==> src/rtl/frq_decoder.sv <==
// rtl/frq_decoder.sv - recovers a 3-bit divider code from the period of an incoming square wave
//
// Measures the rising-edge-to-rising-edge period of sig_in, maps it to symbol k
// where P(k) = 2*UNIT*(k+1) +/- TOL clk cycles, filters single-period glitches,
// and reports lock and loss of signal.
//
// Ports:
//   clk        in   system clock, rising edge
//   rst        in   synchronous active-high reset
//   sig_in     in   asynchronous square-wave input
//   code       out  last accepted symbol
//   code_valid out  one-cycle pulse when code takes a newly accepted value
//   locked     out  accepted code is being confirmed by incoming periods
//   lost       out  no edge seen for TIMEOUT cycles
module frq_decoder #(
    parameter int UNIT   = 4,
    parameter int TOL    = 1,
    parameter int STABLE = 2
) (
    input  logic       clk,
    input  logic       rst,
    input  logic       sig_in,
    output logic [2:0] code,
    output logic       code_valid,
    output logic       locked,
    output logic       lost
);

    localparam int TIMEOUT = 2 * UNIT * 9;
    localparam int CW      = $clog2(TIMEOUT + 1);
    localparam int MW      = $clog2(STABLE + 1);

    localparam logic [CW-1:0] CNT_MAX = CW'(TIMEOUT);
    localparam logic [MW-1:0] M_MAX   = MW'(STABLE);

    typedef enum logic {
        S_IDLE,
        S_MEASURE
    } state_t;

    state_t        r_state, w_state_nxt;
    logic [2:0]    r_sync;
    logic [CW-1:0] r_cnt;
    logic [2:0]    r_cand, w_cand_nxt;
    logic [MW-1:0] r_m, w_m_nxt, w_m_step;
    logic [2:0]    r_code, w_code_nxt;
    logic          r_code_valid, w_code_valid_nxt;
    logic          r_locked, w_locked_nxt;
    logic          r_lost, w_lost_nxt;
    logic          r_first, w_first_nxt;

    logic          w_edge;
    logic [3:0]    w_hits;
    logic [2:0]    w_k;
    logic          w_valid;

    // r_sync[1:0] is the synchronizer, r_sync[2] the edge-detect history flop
    always_ff @(posedge clk) begin
        if (rst) begin
            r_sync <= 3'b000;
        end else begin
            r_sync <= {r_sync[1:0], sig_in};
        end
    end

    assign w_edge = r_sync[1] & ~r_sync[2];

    // cnt holds the period measured so far; saturation keeps classification overflow-free
    always_ff @(posedge clk) begin
        if (rst) begin
            r_cnt <= '0;
        end else if (w_edge) begin
            r_cnt <= CW'(1);
        end else if (r_cnt != CNT_MAX) begin
            r_cnt <= r_cnt + CW'(1);
        end
    end

    // TOL < UNIT keeps the windows disjoint, but counting hits keeps an overlap from
    // silently picking the highest k if the parameters are ever misused
    always_comb begin
        w_hits = 4'd0;
        w_k    = 3'd0;
        for (int k = 0; k < 8; k++) begin
            if ((int'(r_cnt) >= 2 * UNIT * (k + 1) - TOL) &&
                (int'(r_cnt) <= 2 * UNIT * (k + 1) + TOL)) begin
                w_hits = w_hits + 4'd1;
                w_k    = 3'(k);
            end
        end
    end

    assign w_valid  = (w_hits == 4'd1);
    assign w_m_step = (w_k == r_cand) ? ((r_m == M_MAX) ? r_m : r_m + MW'(1)) : MW'(1);

    always_comb begin
        w_state_nxt      = r_state;
        w_cand_nxt       = r_cand;
        w_m_nxt          = r_m;
        w_code_nxt       = r_code;
        w_code_valid_nxt = 1'b0;
        w_locked_nxt     = r_locked;
        w_lost_nxt       = r_lost;
        w_first_nxt      = r_first;

        case (r_state)
            S_IDLE: begin
                // first edge after reset or loss only opens a measurement window
                if (w_edge) begin
                    w_state_nxt = S_MEASURE;
                    w_lost_nxt  = 1'b0;
                end
            end
            S_MEASURE: begin
                // an edge coinciding with saturation is still classified (and is invalid)
                if (w_edge) begin
                    w_lost_nxt = 1'b0;
                    if (!w_valid) begin
                        w_m_nxt      = '0;
                        w_locked_nxt = 1'b0;
                    end else begin
                        w_cand_nxt = w_k;
                        w_m_nxt    = w_m_step;
                        if ((w_m_step == M_MAX) && ((w_k != r_code) || !r_locked)) begin
                            w_code_nxt       = w_k;
                            w_locked_nxt     = 1'b1;
                            w_code_valid_nxt = (w_k != r_code) || r_first;
                            w_first_nxt      = 1'b0;
                        end
                    end
                end else if (r_cnt == CNT_MAX) begin
                    w_lost_nxt   = 1'b1;
                    w_locked_nxt = 1'b0;
                    w_m_nxt      = '0;
                    w_first_nxt  = 1'b1;
                    w_state_nxt  = S_IDLE;
                end
            end
            default: begin
                w_state_nxt = S_IDLE;
            end
        endcase
    end

    always_ff @(posedge clk) begin
        if (rst) begin
            r_state      <= S_IDLE;
            r_cand       <= 3'd0;
            r_m          <= '0;
            r_code       <= 3'd0;
            r_code_valid <= 1'b0;
            r_locked     <= 1'b0;
            r_lost       <= 1'b0;
            r_first      <= 1'b1;
        end else begin
            r_state      <= w_state_nxt;
            r_cand       <= w_cand_nxt;
            r_m          <= w_m_nxt;
            r_code       <= w_code_nxt;
            r_code_valid <= w_code_valid_nxt;
            r_locked     <= w_locked_nxt;
            r_lost       <= w_lost_nxt;
            r_first      <= w_first_nxt;
        end
    end

    assign code       = r_code;
    assign code_valid = r_code_valid;
    assign locked     = r_locked;
    assign lost       = r_lost;

endmodule

==> config.mk <==
export PLATFORM = sky130hd
export DESIGN_NAME = frq_decoder
export DESIGN_NICKNAME = d
export VERILOG_FILES = /design/src/rtl/frq_decoder.sv
export SDC_FILE = /design/constraint.sdc
export NUM_CORES = 1
export LEC_CHECK = 0
export ABC_AREA = 0
export CORE_MARGIN = 2
export CORE_UTILIZATION = 26
export DETAILED_ROUTE_END_ITERATION = 12
export PLACE_DENSITY_LB_ADDON = 0.12
export SETUP_SLACK_MARGIN = 0.05
export SYNTH_ARGS = -nofsm -noshare
export SYNTH_HDL_FRONTEND = slang
export SYNTH_SLANG_ARGS = --single-unit
==> constraint.sdc <==
create_clock -name clk -period 6.2 [get_ports clk]
set_input_delay 1.24 -clock clk [delete_from_list [all_inputs] [get_ports clk]]
set_output_delay 1.24 -clock clk [all_outputs]
set_load 0.02 [all_outputs]
Word level (Yosys, flattened, before mapping) --
Index checks and enable logic that the tools add are counted.
Storage, ports and cells: output and inout port bits 6, word-level logic and storage cells 113, bits in registers 23
Operators by class: bitwise logic cells 6, add/sub/neg operators 9, order comparisons 16, reductions and logical operators 22, multiplexer cells 37, equality and inequality tests 12
Operators with widths (number):
- 4-bit by 1-bit adder with 4-bit output (second input constant) | 7
- 7-bit by 6-bit >= comparator with 1-bit output (second input constant) | 4
- 7-bit by 6-bit less-or-equal comparator with 1-bit output (second input constant) | 4
- 4-bit 2-to-1 mux | 7
- 3-bit 2-to-1 mux | 6
- 1-bit 2-to-1 mux | 17
- 7-bit by 5-bit >= comparator with 1-bit output (second input constant) | 2
- 7-bit by 5-bit less-or-equal comparator with 1-bit output (second input constant) | 2
- 2-bit 2-to-1 mux | 5
- 1-bit logical AND | 9
- 4-bit AND reduction | 2
- 7-bit by 1-bit adder with 7-bit output (second input constant) | 1
- 7-bit == test (second input constant) | 1
- 7-bit by 3-bit >= comparator with 1-bit output (second input constant) | 1
- 7-bit by 4-bit >= comparator with 1-bit output (second input constant) | 1
- 7-bit by 4-bit less-or-equal comparator with 1-bit output (second input constant) | 1
- 7-bit less-or-equal comparator (second input constant) | 1
- 7-bit inequality test (second input constant) | 1
- 3-bit AND reduction | 2
- 1-bit inverter | 5
- 5-bit OR reduction | 1
- 2-bit == test (second input constant) | 2
- 4-bit by 1-bit == test with 1-bit output (second input constant) | 1
- 2-bit by 1-bit inequality test with 1-bit output (second input constant) | 2
- other kinds (13) | 17

Depth between registers and ports, before layout --
Gate-level depths: netlist of the first run.
depth in word-level cells 20, gate-level depth with buffers 28

Worst setup path after synthesis of the first run --
OpenSTA, ideal clock, no wires.
path type reg2reg, start point register r_cnt[0], end point register r_first, period minus slack after synthesis 5.162 ns, data required time 6.080 ns, path buffers 1, library setup time 0.120 ns, stages on the path, launching flop included 25, arrival 5.043 ns, path slack 1.038 ns, path through dfxtp_1 -> ha_1 -> a21o_1 -> a22oi_2 -> or4_1 -> ha_1 -> xnor2_1 -> ha_1 -> inv_1 -> a211o_1 -> nand2_1 -> ha_1 -> o32ai_1 -> a31oi_1 -> ha_1 -> a21o_1 -> ha_1 -> nor2_1 -> nor2_1 -> ha_1 -> or3_1 -> o21ai_2 -> buf_6 -> nand4_1 -> a211o_1
On the way: word-level cells in the longest chain between the ends 20
RTL lines:
- start: declaration | line 43 | logic [CW-1:0] r_cnt;
- start signal: assignment | line 75 | r_cnt <= r_cnt + CW'(1);
- 7-bit by 3-bit >= comparator with 1-bit output / 7-bit by 4-bit less-or-equal comparator with 1-bit output (equally long branches) | line 85, 86
- 1-bit logical AND | line 85 | if ((int'(r_cnt) >= 2 * UNIT * (k + 1) - TOL) &&
- 1-bit 2-to-1 mux | line 85
- 4-bit by 1-bit adder with 4-bit output | line 87 | w_hits = w_hits + 4'd1;
- 4-bit 2-to-1 mux | line 85
- 4-bit by 1-bit adder with 4-bit output | line 87
- 4-bit 2-to-1 mux | line 85
- 4-bit by 1-bit adder with 4-bit output | line 87
- [... 4 more ...]
- 4-bit 2-to-1 mux | line 85
- 4-bit by 1-bit adder with 4-bit output | line 87
- 4-bit 2-to-1 mux | line 85
- 4-bit by 1-bit adder with 4-bit output | line 87
- 4-bit 2-to-1 mux | line 85
- 4-bit by 1-bit == test with 1-bit output | line 93 | assign w_valid = (w_hits == 4'd1);
- 2-bit by 1-bit inequality test with 1-bit output (no source line)
- 4-bit AND reduction (no source line) (*)
- end signal: assignment | line 163 | r_first <= w_first_nxt;
- end: declaration | line 50 | logic r_first, w_first_nxt;
Mark *: on every way between the ends. The rest lies on a longest branch, timed or not. A chain may end at the register's enable or synchronous reset.

Final worst setup path of the first run --
start point register r_cnt[0], end point register r_code[2], in the netlist code[2]
On the way: word-level cells in the longest chain between the ends 19
RTL lines:
- 7-bit by 3-bit >= comparator with 1-bit output / 7-bit by 4-bit less-or-equal comparator with 1-bit output (equally long branches) | line 85, 86
- 1-bit logical AND | line 85
- 1-bit 2-to-1 mux | line 85
- 4-bit by 1-bit adder with 4-bit output | line 87
- 4-bit 2-to-1 mux | line 85
- 4-bit by 1-bit adder with 4-bit output | line 87
- 4-bit 2-to-1 mux | line 85
- 4-bit by 1-bit adder with 4-bit output | line 87
- [... 3 more ...]
- 4-bit by 1-bit adder with 4-bit output | line 87
- 4-bit 2-to-1 mux | line 85
- 4-bit by 1-bit adder with 4-bit output | line 87
- 4-bit 2-to-1 mux | line 85
- 4-bit by 1-bit adder with 4-bit output | line 87
- 4-bit 2-to-1 mux | line 85
- 4-bit by 1-bit == test with 1-bit output | line 93
- 4-bit AND reduction (no source line)
- end signal: assignment | line 159 | r_code <= w_code_nxt;
- end: declaration | line 46 | logic [2:0] r_code, w_code_nxt;
Several ways; a longest one is shown, not always the timed one.

==> metrics.txt, run 1 <==
status finished, final reports clean; final setup fails 0; nets@finish 212; Setup crit end kind flip-flop; WS Path Type reg -> reg; vias per inst between 4 and 5; minimum clock period ~5.7 ns; fin crit share between 90% and 100%; largest cells by area after synthesis dfxtp_1 27%, ha_1 7.2%, xnor2_1 5.1%, a21oi_1 2.9%, nor3_1 2.9%; Startpoint Class flip-flop; grt ovf 0; Post-synth EDFFs 0; top cell type's share of synthesized area roughly a quarter; reg2reg setup slack 0.53 ns; share of cells above drive strength 1 11.62%; Row Count 29; Worst Path Max Fanout 11; WL final around 3700 um; WL/cell ~13 um; post-synth net total roughly 210; FILL cells about 700; Pwr per Cell Area 142.2 nW/um^2; Final WS setup around 0.53 ns; core area between 6000 and 7000 um^2; f_max approximately 180 MHz; worst vdd ir between 100 and 150 uV; Seq cells post-synth 23; unrepaired setup endpoints after global routing false; first-pass GRT wire length between 6000 and 7000 um; R2R cell count 23; CP Data Arrival Time approximately 5.8 ns; DR vias around 1300; Slew Limit Fails 0; Slew HR a little over half; pre-CTS WS 0.5155 ns; H-tree depth 1; Setup Skew between 0.01 and 0.015 ns; Seq/Total Area, Yosys between 20% and 30%; Clk pin slew, worst setup/hold paths ~0.090 ns; worst min path class reg -> reg; Post-DRT Antenna Nets 0; Syn Inst Count around 200; Hold Crit Depth 1; Hold Path Sink r_sync[1]$_SDFF_PP0_; Total Die Area ~7300 um^2; Yosys cell types 55; TritonCTS clock tree built; Sink Count 23; final hold viol count 0; main flop type after synthesis dfxtp_1; Iteration-0 DRC Markers 44; initial antenna violation count 0; Yosys warnings 0; Initial Util a little over a quarter; Die Ht 85.49 um; diode count 0; Req. time, crit path ~6.3 ns; chip width 85.49 um; area grow syn2layout 10.22%; vias in the first global route about 1300; largest net degree at the start of global routing 20; Worst Tran Pin Value 0.7033 ns; Final Util between 20% and 30%; setup TNS 0 ns; HP Start r_sync[0]$_SDFF_PP0_; leakage about 0.00072 uW; routability congestion estimate between 0.7 and 0.8; clk_lat worst skew between 0.2 and 0.3 ns; register area roughly 460 um^2; CTS root buf clkbuf_8; mapped cell area 1727 um^2; placed inst area ~1800 um^2; # DRC 0; CTS buffer count 3; Worst R2R Start r_cnt[0]$_SDFFE_PP0P_; design area 1903 um^2; HPWL after DPL between 2000 and 3000 um; crit path from r_cnt[0]$_SDFFE_PP0P_; drt first pass iters 4; post-synth top area cell dfxtp_1; Avg Inst Size Synth 8.809 um^2; Worst R2R End code[2]$_SDFFE_PP0P_; I/O pins 9; aggregate global-route resource usage about a tenth; hold buffers post-CTS 0; multi-input combinational cell area 1164 um^2; IO Port Bufs 8; max-cap violations 0; FFs w/ async S/R, synth 0%; clk buf depth 2
-- stage by stage --
stage | hold slack [ns] | power [uW] | instances
CTS | 0.4517 | 277.2 | 275
finish | 0.4479 | 270.7 | 275
detailed placement | 0.4297 | 181.4 | 271
global route | 0.4676 | 286.9 | 275
global placement | 0.4195 | 181.8 | 271
floorplan | 0.4138 | 176.2 | 196
-- sequential cells by signal, summed over array words and instances (netlist names) --
name and count:
code 3, r_state 1, lost 1, r_cnt 7, locked 1, r_sync 3
r_cand 3, r_first 1, code_valid 1, r_m 2
-- how the worst max path moves through the flow --
stage | slack, ns | end
after detailed placement | 0.52 | code[2]$_SDFFE_PP0P_
after global routing | 0.06 | code[2]$_SDFFE_PP0P_
final | 0.53 | code[2]$_SDFFE_PP0P_
after floorplan | 1.04 | r_first$_SDFFE_PP1P_
after global placement | 0.49 | code[2]$_SDFFE_PP0P_
after CTS | 0.49 | code[2]$_SDFFE_PP0P_
-- cells by family (layout without fill, tap and decap cells) --
kind of cell,count (synthesis),after routing,synth area share [%]
mux,2,2,1.159
buf+inv,24,26,6.449
simple gates,77,77,28.26
xor+xnor,15,15,9.638
flops,23,23,26.67
compound gates,45,45,20.58
fa+ha+maj,10,10,7.246
-- cell type report --
| cell class | count | share of cell area [%] |
|---|---|---|
| Timing Repair Buffer | 9 | 4.602 |
| Clock buffer | 3 | 2.170 |
| Sequential cell | 23 | 24.19 |
| Inverter | 13 | 2.564 |
| Tap cell | 77 | 5.062 |
| Clock inverter | 1 | 0.2630 |
| Multi-Input combinational cell | 149 | 61.14 |
-- power breakdown --
| group | switching [uW] | leakage (uW) | internal (uW) |
|---|---|---|---|
| Sequential | 5.05 | 0.000186 | 150 |
| Combinational | 12.6 | 0.000503 | 9.81 |
| Clock | 48.1 | 0.0000255 | 44.8 |
| Total | 65.8 | 0.000715 | 205 |
-- layer usage --
| metal | up-vias | track usage, % | wire length, um |
|---|---|---|---|
| met1 | 622 | 15.25 | 1943 |
| li1 | 707 | - | - |
| met2 | 12 | 16.26 | 1626 |
| met4 | 0 | 3.030 | 29 |
| met3 | 2 | 1.732 | 68 |
| met5 | - | 0 | 0 |
-- timing repair --
action / 4_1_cts / 5_1_grt
hold endpoints to repair: 0 / 0
setup endpoints to repair: 0 / 1
buffers inserted: 0 / 0
resized for setup: 0 / 1
-- worst max-delay path, cell delays in order, from the launching register on --
cell and delay (ns):
dfxtp_1 0.50, ha_1 0.32, a21o_1 0.19, a22oi_2 0.10, or4_1 0.42, ha_1 0.32
xnor2_1 0.14, ha_1 0.27, inv_1 0.03, a211o_1 0.25, nand2_1 0.09, ha_1 0.22
o32ai_1 0.29, a31oi_1 0.12, ha_1 0.33, a21o_1 0.16, ha_1 0.27, nor2_1 0.13
nor2_1 0.06, ha_1 0.26, or3_1 0.38, o21ai_2 0.23, nor4b_4 0.32, a221oi_1 0.12
-- synthesized netlist by cell type (5+ instances only) --
library cell	number
o21ai_0	5
buf_2	5
or3_1	5
inv_1	13
ha_1	10
nor3_1	10
xnor2_1	10
nor2b_1	7
nand2b_1	6
nand3_1	5
a21oi_1	10
dfxtp_1	23
nor2_1	13
nand2_1	7
-- layout by cell type, fill, tap and decap left out, drive strengths merged, types with 4 or more instances in the layout --
cell type	instances
o21ai	8
or3	5
ha	10
xnor2	11
nand2b	6
inv	13
nor2	13
a31oi	4
clkdlybuf4s50	8
nand2	7
dfxtp	23
nor3	11
nor2b	7
a21oi	11
nand3	5
Power figures use the tool's default switching activity.
==> run 2, diff against run 1 <==
--- a/config.mk
+++ b/config.mk
@@ -7,3 +7,3 @@
 export LEC_CHECK = 0
-export ABC_AREA = 0
+export ABC_AREA = 1
 export CORE_MARGIN = 2
@@ -16 +16,2 @@
 export SYNTH_SLANG_ARGS = --single-unit
+export TNS_END_PERCENT = 5
--- a/constraint.sdc
+++ b/constraint.sdc
@@ -3,2 +3,2 @@
 set_output_delay 1.24 -clock clk [all_outputs]
-set_load 0.02 [all_outputs]
+set_load 0.05 [all_outputs]
==> metrics.txt, run 2 <==
Seq/Total Area, Yosys 23.88% (was 26.67%); Final Util 29.69% (was 29.80%); f_max 203.1 MHz (was 176.3 MHz); leakage 0.0009845 uW (was 0.0007153 uW); Pwr per Cell Area 130.9 nW/um^2 (was 142.2 nW/um^2); Seq cells post-synth 23 (unchanged); top cell type's share of synthesized area 23.88% (was 26.67%); FFs w/ async S/R, synth 0% (unchanged); vias in the first global route 1665 (was 1298); diode count 0 (unchanged); TritonCTS clock tree built (unchanged); area grow syn2layout 11.10% (was 10.22%); Clk pin slew, worst setup/hold paths 0.09 ns (about the same); main flop type after synthesis dfxtp_1 (unchanged); drt first pass iters 4 (unchanged); Worst Tran Pin Value 0.8677 ns (was 0.7033 ns); setup TNS 0 ns (unchanged); cell mode on critical path ha_1 (unchanged); Startpoint Class flip-flop (unchanged); I/O pins 9 (unchanged); Post-synth EDFFs 0 (unchanged); IO Port Bufs 8 (unchanged); max reg flops 7 (unchanged); unrepaired setup endpoints after global routing false (unchanged); first-pass GRT wire length 7893 um (was 6375 um); CTS resizes 0 (unchanged); Worst Path Max Fanout 5 (was 11); largest cells by area after synthesis dfxtp_1 24%, nand2_1 13%, inv_1 7.8%, nor2_1 7.0%, nand2_2 6.8% (was dfxtp_1 27%, ha_1 7.2%, xnor2_1 5.1%, a21oi_1 2.9%, nor3_1 2.9%); routability congestion estimate 0.8038 (was 0.7075); Slew HR 41.62% (was 52.96%); Initial Util 26.73% (was 27.04%); CTS buffer count 3 (unchanged); worst vdd ir 72.38 uV (was 128.8 uV); Setup Skew 0.003648 ns (was 0.01053 ns); hold buffers post-CTS 0 (unchanged); worst min path class reg -> reg (unchanged); WL final 4334 um (was 3668 um); largest reg by FF count r_cnt (unchanged); Yosys cell types 36 (was 55); final cell count without fillers 402 (was 275); DR vias 1705 (was 1343); Sink Count 23 (unchanged); most frequent cells in the layout 65 x nand2_1, 40 x inv_1, 36 x nor2_1 (was 23 x dfxtp_1, 13 x inv_1, 13 x nor2_1); max-cap violations 0 (unchanged); core area 7214 um^2 (was 6386 um^2); Setup crit end kind flip-flop (unchanged); aggregate global-route resource usage 11.53% (was 10.58%); fin crit share 79.40% (was 91.50%); placed cell count 398 (was 271); nets@finish 317 (was 212); most instantiated library cell after synthesis nand2_1 (was dfxtp_1); pre-CTS WS 1.253 ns (was 0.5155 ns); WL/cell 10.78 um (was 13.34 um); final setup fails 0 (unchanged); largest net degree at the start of global routing 15 (was 20); post-synth top area cell dfxtp_1 (unchanged); status finished, final reports clean (unchanged); Avg Inst Size Synth 6.514 um^2 (was 8.809 um^2); Crit-path slowest cell dfxtp_1 (unchanged); CTS root buf clkbuf_8 (unchanged); Yosys warnings 0 (unchanged); top post-synthesis cells by count 65 x nand2_1, 40 x inv_1, 36 x nor2_1, 23 x dfxtp_1, 21 x nand2_2 (was 23 x dfxtp_1, 13 x inv_1, 13 x nor2_1); grt ovf 0 (unchanged); mapped cell area 1928 um^2 (was 1727 um^2); Slew Limit Fails 0 (unchanged); Req. time, crit path 6.37 ns (was 6.32 ns); H-tree depth 1 (unchanged); chip width 90.12 um (was 85.49 um); initial antenna violation count 0 (unchanged); clk_lat worst skew 0.27 ns (was 0.26 ns); Post-CTS Setup Bufs 0 (unchanged); # DRC 0 (unchanged); final hold viol count 0 (unchanged); HPWL after DPL 3529 um (was 2742 um); WS Path Type reg -> reg (unchanged); commonest non-fill, non-tap cell in the layout nand2_1 (was dfxtp_1); share of cells above drive strength 1 21.12% (was 11.62%); Post-DRT Antenna Nets 0 (unchanged); Row Count 31 (was 29); Total Die Area 8121 um^2 (was 7309 um^2); CP Data Arrival Time 5.10 ns (was 5.79 ns); vias per inst 4.241 (was 4.884); Slowest Stage Delay on Critical Path 0.44 ns (was 0.50 ns); Final WS setup 1.277 ns (was 0.5268 ns); clk buf depth 2 (unchanged); Die Ht 90.12 um (was 85.49 um); minimum clock period 4.923 ns (was 5.673 ns); post-synth net total 309 (was 209); Syn Inst Count 296 (was 196); Iteration-0 DRC Markers 71 (was 44)
-- run 2: final timing paths --
check             slack [ns]  cells past startpoint             startpoint                endpoint
setup / recovery        1.28                     34  r_cnt[1]$_SDFFE_PP0P_  r_cand[2]$_SDFFE_PP0P_
hold / removal          0.41                      2   r_sync[0]$_SDFF_PP0_    r_sync[1]$_SDFF_PP0_
setup reg to reg        1.28                     34  r_cnt[1]$_SDFFE_PP0P_  r_cand[2]$_SDFFE_PP0P_
hold reg to reg         0.41                      2   r_sync[0]$_SDFF_PP0_    r_sync[1]$_SDFF_PP0_
-- run 2: cell type report --
cell class	instances	area, um^2
Clock buffer	3	41.29
Clock inverter	1	7.507
Fill cell	821	5072
Inverter	52	197.7
Multi-Input combinational cell	216	1231
Sequential cell	23	460.4
Tap cell	99	123.9
Timing Repair Buffer	8	80.08
-- run 2: worst max-delay path: cells and delay by family, from the launching register on --
kind | cells | cell delay, ns
flops | 1 | 0.44
compound gates | 2 | 0.37
simple gates | 17 | 1.74
buf+inv | 8 | 0.50
fa+ha+maj | 7 | 1.78
-- run 2: kinds of logic (layout without fill, tap and decap cells) --
kind of cell / Yosys count / after routing / share of synthesized area [%]
and+or+nand+nor: 176 / 176 / 47.70
buffers and inverters: 57 / 64 / 12.26
AOI/OAI and AO/OA: 28 / 28 / 8.761
DFF: 23 / 23 / 23.88
adders and majority gates: 10 / 10 / 6.489
xor gates and xnor gates: 2 / 2 / 0.9087
-- run 2: where the power goes --
group,leakage (uW),internal [uW],total (uW),switching (uW)
registers,0.000186,150,154,3.24
clock network,0.0000217,45.6,100,54.7
logic,0.000776,9.16,26.5,17.4
total,0.000985,205,280,75.3
-- run 2: metal layers --
layer	global-route usage, %	vias to the layer above	wire (um)
li1	-	946	-
met1	16.84	742	2284
met2	17.98	15	1926
met3	2.263	2	106
met4	1.538	0	18
met5	0	-	0
-- run 2: stage by stage --
| step | instance area, um^2 | hold slack [ns] | total power [uW] |
|---|---|---|---|
| after floorplan | 1928 | 0.3883 | 176.9 |
| after global placement | 2093 | 0.3946 | 184.1 |
| after detailed placement | 2093 | 0.3958 | 183.8 |
| after CTS | 2142 | 0.4100 | 285.8 |
| after global routing | 2142 | 0.4360 | 298.5 |
| final | 2142 | 0.4075 | 280.4 |
==> run 3, diff against run 2 <==
Clock period 6.2 ns to 5.15 ns, I/O delays scaled along.
==> metrics.txt, run 3 (synthesis gave the netlist of run 2 again) <==
status finished, final reports clean (unchanged); Slew HR 45.46% (was 41.62%); IO Port Bufs 8 (unchanged); WS Path Type reg -> reg (unchanged); clock group share of total power 34.9% (was 35.8%); crit path from r_cnt[1]$_SDFFE_PP0P_ (unchanged); Row Count 31 (unchanged); Worst Tran Pin Value 0.8106 ns (was 0.8677 ns); Worst R2R Start r_cnt[1]$_SDFFE_PP0P_ (unchanged); CTS root buf clkbuf_8 (unchanged); aggregate global-route resource usage 11.73% (was 11.53%); final hold viol count 0 (unchanged); TritonCTS clock tree built (unchanged); R2R cell count 34 (unchanged); routability congestion estimate 0.7738 (was 0.8038); sequential power share 54.1% (was 54.8%); clk_lat worst skew 0.27 ns (about the same); max reg flops 7 (unchanged); placed cell count 400 (was 398); initial antenna violation count 0 (unchanged); HPWL after DPL 3634 um (was 3529 um); NetSw 91.75 uW (was 75.29 uW); vias in the first global route 1712 (was 1665); grt ovf 0 (unchanged); core area 7214 um^2 (unchanged); Hold Path Sink r_sync[1]$_SDFF_PP0_ (unchanged); WL final 4468 um (was 4334 um); Slew Limit Fails 0 (unchanged); hold buffers post-CTS 0 (unchanged); Slowest Stage Delay on Critical Path 0.37 ns (was 0.44 ns); max-cap violations 0 (unchanged); leakage 0.001026 uW (was 0.0009845 uW); Req. time, crit path 5.32 ns (was 6.37 ns); setup TNS 0 ns (unchanged); unrepaired setup endpoints after global routing false (unchanged); Hold Crit Depth 2 (unchanged); vias per inst 4.345 (was 4.241); pre-CTS WS 0.1994 ns (was 1.253 ns); internal power 250.3 uW (was 205.1 uW); Total Die Area 8121 um^2 (unchanged); Worst Path Max Fanout 5 (unchanged); clk buf depth 2 (unchanged); Initial Util 26.73% (unchanged); area grow syn2layout 16.94% (was 11.10%); reg2reg setup slack 0.48 ns (was 1.28 ns); HP Start r_sync[0]$_SDFF_PP0_ (unchanged); CP Data Arrival Time 4.84 ns (was 5.10 ns); Sink Count 23 (unchanged); Final WS setup 0.4821 ns (was 1.277 ns); WHS 0.4195 ns (was 0.4075 ns); Post-DRT Antenna Nets 0 (unchanged); Die Ht 90.12 um (unchanged); first-pass GRT wire length 7928 um (was 7893 um); WL/cell 10.92 um (was 10.78 um); # DRC 0 (unchanged); Worst R2R End code[0]$_SDFFE_PP0P_ (was r_cand[2]$_SDFFE_PP0P_); commonest non-fill, non-tap cell in the layout nand2_1 (unchanged); Crit-path slowest cell dfxtp_4 (was dfxtp_1); Logic pwr share 11.1% (was 9.5%); largest reg by FF count r_cnt (unchanged); minimum clock period 4.668 ns (was 4.923 ns); Pwr per Cell Area 151.7 nW/um^2 (was 130.9 nW/um^2); drt first pass iters 4 (unchanged); Setup crit end kind flip-flop (unchanged); Iteration-0 DRC Markers 48 (was 71); share of cells above drive strength 1 26.45% (was 21.12%); I/O pins 9 (unchanged); FILL cells 827 (was 821); final setup fails 0 (unchanged); diode count 0 (unchanged); final cell count without fillers 409 (was 402); chip width 90.12 um (unchanged); worst min path class reg -> reg (unchanged); largest net degree at the start of global routing 15 (unchanged); Sw Ratio 26.82% (was 26.85%); nets@finish 324 (was 317); f_max 214.2 MHz (was 203.1 MHz); Clk pin slew, worst setup/hold paths 0.09 ns (about the same); worst vdd ir 94.40 uV (was 72.38 uV); fin crit share 90.64% (was 79.40%); H-tree depth 1 (unchanged); Startpoint Class flip-flop (unchanged); most frequent cells in the layout 64 x nand2_1, 40 x inv_1, 35 x nor2_1 (was 65 x nand2_1, 40 x inv_1, 36 x nor2_1); Setup Skew 0.006884 ns (was 0.003648 ns); CTS buffer count 3 (unchanged); DR vias 1777 (was 1705)
## run 3: cell types whose count changed in the layout (fill, tap and decap cells not counted), sizes merged
cell / change
buf: +7
## run 3: worst max-delay path by stage
| stage | end | cells after the start |
|---|---|---|
| global placement | r_cand[1]$_SDFFE_PP0P_ | 33 |
| floorplan | r_cand[0]$_SDFFE_PP0P_ | 34 |
| finish | code[0]$_SDFFE_PP0P_ | 34 |
| CTS | r_cand[2]$_SDFFE_PP0P_ | 34 |
| detailed placement | r_cand[1]$_SDFFE_PP0P_ | 34 |
| global route | locked$_SDFFE_PP0P_ | 36 |
## run 3: layout make-up
class                           count  area (um^2)  share of cell area, %
Multi-Input combinational cell    216         1281                  56.83
Sequential cell                    23        470.5                  20.87
Timing Repair Buffer               15        132.6                  5.882
Inverter                           52        197.7                  8.768
Clock inverter                      1        7.507                 0.3330
Tap cell                           99        123.9                  5.494
Clock buffer                        3        41.29                  1.831
## run 3: what timing repair did
action,in CTS,in global routing
hold endpoints to repair,0,0
resized for setup,0,18
setup endpoints to repair,0,11
buffers inserted,0,5
## run 3: layer usage
| layer | share of wire, % | track usage (%) | vias to the layer above | routed length [um] |
|---|---|---|---|---|
| li1 | - | - | 961 | - |
| met3 | 2.8 | 2.263 | 2 | 124 |
| met2 | 46 | 19.30 | 19 | 2046 |
| met5 | 0 | 0 | - | 0 |
| met4 | 0.40 | 1.667 | 0 | 18 |
| met1 | 51 | 16.30 | 795 | 2278 |
## run 3: power groups by stage
stage	Combinational [uW]	Sequential [uW]	Clock, uW
after floorplan	24.9	188	0
after global placement	32.5	189	0
after detailed placement	32.5	189	0
after CTS	32.5	185	127
after global routing	42.5	186	134
final	37.9	185	119
## run 3: metrics by stage
stage / total power (uW) / utilization (%) / cell area (um^2)
after floorplan: 213.0 / - / 1928
after CTS: 344.3 / 29.90 / 2157
final: 342.0 / 31.25 / 2255
after detailed placement: 221.6 / 29.22 / 2108
after global placement: 221.6 / 29.22 / 2108
after global routing: 362.6 / 31.25 / 2255
## run 3: worst max-delay path: cells and delay by family, from the launching register on
family	cells	cell delay, ns
compound gates	2	0.30
buf+inv	8	0.63
flops	1	0.37
simple gates	18	1.67
fa+ha+maj	6	1.58
